<file path="src/rtl/dmx_dp.sv">
`default_nettype none
// ============================================================================
//  Module      : dmx_dp
//  Description : Registered 1-to-2 datapath demultiplexer. A single producer
//                hands 32-bit words over a valid/ready handshake; each word is
//                steered by SDx into one of two single-entry output slots. Each
//                slot has its own valid/ready handshake toward its consumer and
//                a saturating delivery counter.
//  Revision    : 1.0 - initial release
// ----------------------------------------------------------------------------
//  Ports
//    clk       in   1     system clock, rising edge
//    rst_n     in   1     synchronous active-low reset
//    in_valid  in   1     producer presents a word on DI
//    in_ready  out  1     word on DI is accepted this cycle
//    SDx       in   1     steering select in accept cycle (0 = ch1, 1 = ch2)
//    DI        in   W     input data
//    o1_valid  out  1     channel 1 slot holds a word
//    o1_ready  in   1     channel 1 consumer takes the word
//    DO1       out  W     channel 1 data
//    o2_valid  out  1     channel 2 slot holds a word
//    o2_ready  in   1     channel 2 consumer takes the word
//    DO2       out  W     channel 2 data
//    cnt1      out  CNTW  words delivered on channel 1 (saturating)
//    cnt2      out  CNTW  words delivered on channel 2 (saturating)
//    busy      out  1     either slot holds a word
// ============================================================================
module dmx_dp #(
    parameter int W    = 32,
    parameter int CNTW = 8
) (
    input  logic            clk,
    input  logic            rst_n,
    input  logic            in_valid,
    output logic            in_ready,
    input  logic            SDx,
    input  logic [W-1:0]    DI,
    output logic            o1_valid,
    input  logic            o1_ready,
    output logic [W-1:0]    DO1,
    output logic            o2_valid,
    input  logic            o2_ready,
    output logic [W-1:0]    DO2,
    output logic [CNTW-1:0] cnt1,
    output logic [CNTW-1:0] cnt2,
    output logic            busy
);

    localparam int              NCH       = 2;
    localparam logic [CNTW-1:0] C_CNT_MAX = {CNTW{1'b1}};

    // Per-channel views, index 0 = channel 1, index 1 = channel 2.
    logic [NCH-1:0] w_ready;
    logic [NCH-1:0] w_valid;
    logic [NCH-1:0] w_drain;
    logic [NCH-1:0] w_slot_free;
    logic [NCH-1:0] w_load;
    logic [W-1:0]   w_data [NCH];
    logic [CNTW-1:0] w_cnt [NCH];
    logic           w_accept;

    assign w_ready = {o2_ready, o1_ready};

    // A ready with an empty slot is ignored, so drains only happen on held words.
    assign w_drain = w_valid & w_ready;

    // A slot can take a word if it is empty or is being emptied this cycle.
    // The drain term makes in_ready depend combinationally on ok_ready, which
    // is what allows one word per cycle through a continuously draining slot.
    assign w_slot_free = ~w_valid | w_drain;

    assign in_ready = rst_n & (SDx ? w_slot_free[1] : w_slot_free[0]);
    assign w_accept = in_valid & in_ready;

    // Only the selected channel loads; the other one is left untouched, so a
    // stalled channel never holds up words routed to its neighbour.
    assign w_load = {w_accept & SDx, w_accept & ~SDx};

    generate
        for (genvar k = 0; k < NCH; k++) begin : g_ch
            logic            valid_q;
            logic            valid_d;
            logic [W-1:0]    data_q;
            logic [W-1:0]    data_d;
            logic [CNTW-1:0] cnt_q;
            logic [CNTW-1:0] cnt_d;

            always_comb begin
                valid_d = valid_q;
                data_d  = data_q;
                cnt_d   = cnt_q;

                // Load wins over drain: a simultaneous drain and load keeps
                // valid high with the new word (back-to-back transfer).
                if (w_load[k]) begin
                    valid_d = 1'b1;
                    data_d  = DI;
                end else if (w_drain[k]) begin
                    // Data register keeps its last value after the drain.
                    valid_d = 1'b0;
                end

                if (w_drain[k] && (cnt_q != C_CNT_MAX)) begin
                    cnt_d = cnt_q + {{(CNTW-1){1'b0}}, 1'b1};
                end
            end

            always_ff @(posedge clk) begin
                if (!rst_n) begin
                    valid_q <= 1'b0;
                    data_q  <= '0;
                    cnt_q   <= '0;
                end else begin
                    valid_q <= valid_d;
                    data_q  <= data_d;
                    cnt_q   <= cnt_d;
                end
            end

            assign w_valid[k] = valid_q;
            assign w_data[k]  = data_q;
            assign w_cnt[k]   = cnt_q;
        end
    endgenerate

    assign o1_valid = w_valid[0];
    assign o2_valid = w_valid[1];
    assign DO1      = w_data[0];
    assign DO2      = w_data[1];
    assign cnt1     = w_cnt[0];
    assign cnt2     = w_cnt[1];
    assign busy     = |w_valid;

endmodule
`default_nettype wire
</file>
<file path="config.mk">
export PLATFORM = sky130hd
export DESIGN_NAME = dmx_dp
export DESIGN_NICKNAME = d
export VERILOG_FILES = /design/src/rtl/dmx_dp.sv
export SDC_FILE = /design/constraint.sdc
export NUM_CORES = 1
export LEC_CHECK = 0
export BUFFER_PORTS_ARGS = -buffer_cell sky130_fd_sc_hd__buf_2
export CAP_MARGIN = 20
export CORE_AREA = 2 2 91 93
export DETAILED_ROUTE_END_ITERATION = 16
export DIE_AREA = 0 0 93 95
export HOLD_SLACK_MARGIN = 0.05
export PLACE_DENSITY = 0.65
export SYNTH_ARGS = -nofsm -noshare
export SYNTH_HDL_FRONTEND = slang
export SYNTH_SLANG_ARGS = --single-unit
export TNS_END_PERCENT = 50
</file>
<file path="constraint.sdc">
create_clock -name clk -period 4.2 [get_ports clk]
set_input_delay 0.63 -clock clk [delete_from_list [all_inputs] [get_ports clk]]
set_output_delay 0.63 -clock clk [all_outputs]
set_load 0.02 [all_outputs]
</file>
==> results.tsv <==
stage	metric	value	unit
run_status	status	complete, no violations	
critical_path	Worst Setup SP	o1_ready	
clocking	Clock Sinks	82	
critical_path	delay-heaviest family, CP	simple AND/OR/NAND/NOR gates	
grt	antenna violations before repair	0	
clocking	htree depth	3	
synthesis	ys flop type	dfxtp_1	
worst_hold_path	Hold Crit Start	DO1[20]	
sta	count of final setup violators	0	
detailed_routing	Vias	2974	
detailed_routing	TritonRoute pass-1 iters	4	
power	P per Cell Area	366	nW/um^2
sta	RSZ-0062 raised after global routing	no	
sta	Final period util	0.508	
synthesis	count leader, synth	nand2_1	
clocking	Worst-path clk slew	80	ps
synthesis	Async SR Flop Fraction	0	
sta	worst hold slack	453	ps
critical_path	CP max-delay cell	and2b_1	
clocking	Max Root-Sink Buffers	2	
synthesis	Synth Warn #	0	
floorplan	die area	8840	sq um
critical_path	WS Path Type	input port to primary output	
synthesis	number of flops mapped to enable cells by yosys	0	
synthesis	cell taking the most area after synthesis	dfxtp_1	
clocking	Hold Buf Count CTS	0	
clocking	postcts setup bufs	0	
synthesis	Mapped Cells	380	
final_layout	Fill cells	818	
power	clock power share	0.344	
synthesis	sequential element share of the synthesized area	0.534	
critical_path	CP Data Arrival Time	1500	ps
power	switching power	389	uW
place	pre-CTS setup slack	1780	ps
critical_path	Worst path most repeated cell	buf_2	
detailed_routing	WL final	7.88	mm
clocking	Num CTS Buffers	9	
critical_path	crit path cell chain	buf_2, and2b_1, nor2b_1, a211oi_1, buf_2	
synthesis	share of the synthesized area in the top cell type	0.534	
critical_path	Worst setup SP type	input port	
power	Internal Power	1060	uW
detailed_routing	initial DRC count	89	
sta	final slew viol count	0	
grt	largest net degree at the start of global routing	80	
detailed_routing	Wirelength per Cell	13.0	um
floorplan	Core Rows	33	
floorplan	core area	7930	sq um
sta	Worst Skew	6.99	ps
flow_run	max_cap viols	0	
critical_path	crit-path max cell delay	230	ps
synthesis	Distinct cells, synth	37	
synthesis	Post-synth top cells	nand2_1, dfxtp_1, a21oi_1, buf_2, nor2_1	
floorplan	initial core utilization	0.388	
sta	relative slew slack	0.458	
power	switch share	0.268	
floorplan	die width	93	um
critical_path	Critical Path RT	3570	ps
final_layout	ANT cells	0	
power	Leak	0.00171	uW
place	DP HPWL	5.32	mm
final_layout	Layout area overhead	28.8	%
clocking	clock root buffer	clkbuf_8	
detailed_routing	Detail Route Antenna Nets	0	
sta	Worst Tran Pin Value	813	ps
power	register share of total power	0.558	
power	Gate power share	0.098	
sta	endpoints failing hold	0	
clocking	CTS resizes	0	
place	PortBufs	121	
grt	first-pass GRT wire length	12.3	mm
final_layout	Nets	535	
sta	fin crit period	2130	ps
grt	vias in the first global route	2585	
synthesis	Seq cells post-synth	82	
clocking	CTS tree	done	
sta	Max Fclk	469	MHz
floorplan	Top-Level Pins	122	
critical_path	critical path depth	5	
worst_hold_path	Hold Crit Depth	2	
critical_path	CP max FO	4	
critical_path	CP Capture Type	primary output	
synthesis	top cells by area, synth	dfxtp_1, nand2_1, a21oi_1	
synthesis	syn nets	420	
detailed_routing	drt drc	0	
critical_path	Buf/Inv on CP	2	
final_layout	share of layout cells above drive strength 1	0.302	
grt	gr usage total	0.177	
floorplan	Die Ht	95	um
detailed_routing	Avg Vias per Cell	4.92	
sta	setup TNS	0	ps
critical_path	worst reg2reg path depth	5	
place	gpl congestion	0.741	
clocking	Skew-Pair Late Insertion Delay	340	ps
worst_hold_path	Hold/Removal Path Class	register to register	
power	Max IR drop VDD	0.194	mV
grt	grt total ovfl	0	
sta	final setup margin	2070	ps
critical_path	Crit Reg-Reg Startpoint	o1_valid	
synthesis	Syn Area/Cell	8.09	sq um
synthesis	synthesized area	3070	sq um
==> metal layers <==
layer | share of wire | global-route usage | wire, um | up-vias
met2 | 0.46 | 0.278 | 3640 | 90
li1 | - | - | - | 1486
met3 | 0.075 | 0.0519 | 588 | 9
met4 | 0.013 | 0.0662 | 100 | 0
met5 | 0 | 0 | 0 | -
met1 | 0.45 | 0.230 | 3550 | 1389
==> power by group through the flow <==
stage / clock network (uW) / registers (uW) / logic [uW]
2_1_floorplan: 0 / 854 / 53.9
3_3_place_gp: 0 / 828 / 138
3_5_place_dp: 0 / 828 / 142
4_1_cts: 518 / 810 / 142
5_1_grt: 553 / 813 / 156
6_report: 499 / 810 / 142
==> cell type report <==
| class | count | area (sq um) | area share |
|---|---|---|---|
| repair buffers | 126 | 671 | 0.169 |
| clock buffers | 9 | 124 | 0.0313 |
| well taps | 105 | 131 | 0.0332 |
| inverters | 3 | 11.3 | 0.00284 |
| multi-input cells | 273 | 1340 | 0.337 |
| clock inverters | 7 | 45.0 | 0.0114 |
| flip-flops and latches | 82 | 1640 | 0.415 |
==> registers in the layout, indices dropped and copies added, names as in the netlist <==
signal and flops:
DO1 32, o1_valid 1, DO2 32, cnt1 8
cnt2 8, o2_valid 1
==> cell families after synthesis <==
family	synth area share
flops	0.534
buf+inv	0.0354
xor+xnor	0.0171
mux	0.00326
fa+ha+maj	0.00814
simple gates	0.249
compound gates	0.153
==> stage by stage <==
step           instance area [sq um]  utilization  instances  total power (uW)
2_1_floorplan                   3070            -        380               908
3_3_place_gp                    3750        0.473        587               966
3_5_place_dp                    3770        0.476        588               970
4_1_cts                         3940        0.497        604              1470
5_1_grt                         3960        0.499        605              1520
6_report                        3960        0.499        605              1450
==> worst register-to-register path, stage by stage, from the launching register on <==
cell,delay [ps]
dfxtp_1,360
and2b_1,230
nor3_4,640
buf_4,360
nand2_1,80
a21oi_1,140
==> cells in the final DEF, fill, tap and decap left out, types with 2 or more instances in the layout <==
| cell type | netlist | routed |
|---|---|---|
| or3_1 | 2 | 2 |
| buf_2 | 12 | 121 |
| a211oi_1 | 3 | 3 |
| nor3_1 | 3 | 3 |
| nor2b_1 | 3 | 3 |
| clkbuf_8 | 0 | 9 |
| buf_4 | 0 | 3 |
| xnor2_1 | 4 | 4 |
| nand2_1 | 137 | 137 |
| o21a_1 | 2 | 2 |
| o21ai_0 | 3 | 3 |
| dfxtp_1 | 82 | 82 |
| ha_1 | 2 | 2 |
| nor2_1 | 12 | 12 |
| or4_1 | 3 | 3 |
| nand3_1 | 7 | 7 |
| clkinv_2 | 0 | 4 |
| xor2_1 | 2 | 2 |
| inv_1 | 2 | 2 |
| o31ai_1 | 3 | 3 |
| a21oi_1 | 70 | 70 |
==> path summary, 6_finish.rpt <==
path | endpoint | slack, ps
setup / recovery | in_ready | 2070
hold / removal | DO1[20] | 450
setup reg to reg | DO1[7] | 2310
hold reg to reg | DO1[20] | 450
(Power assumes the default switching activity.)
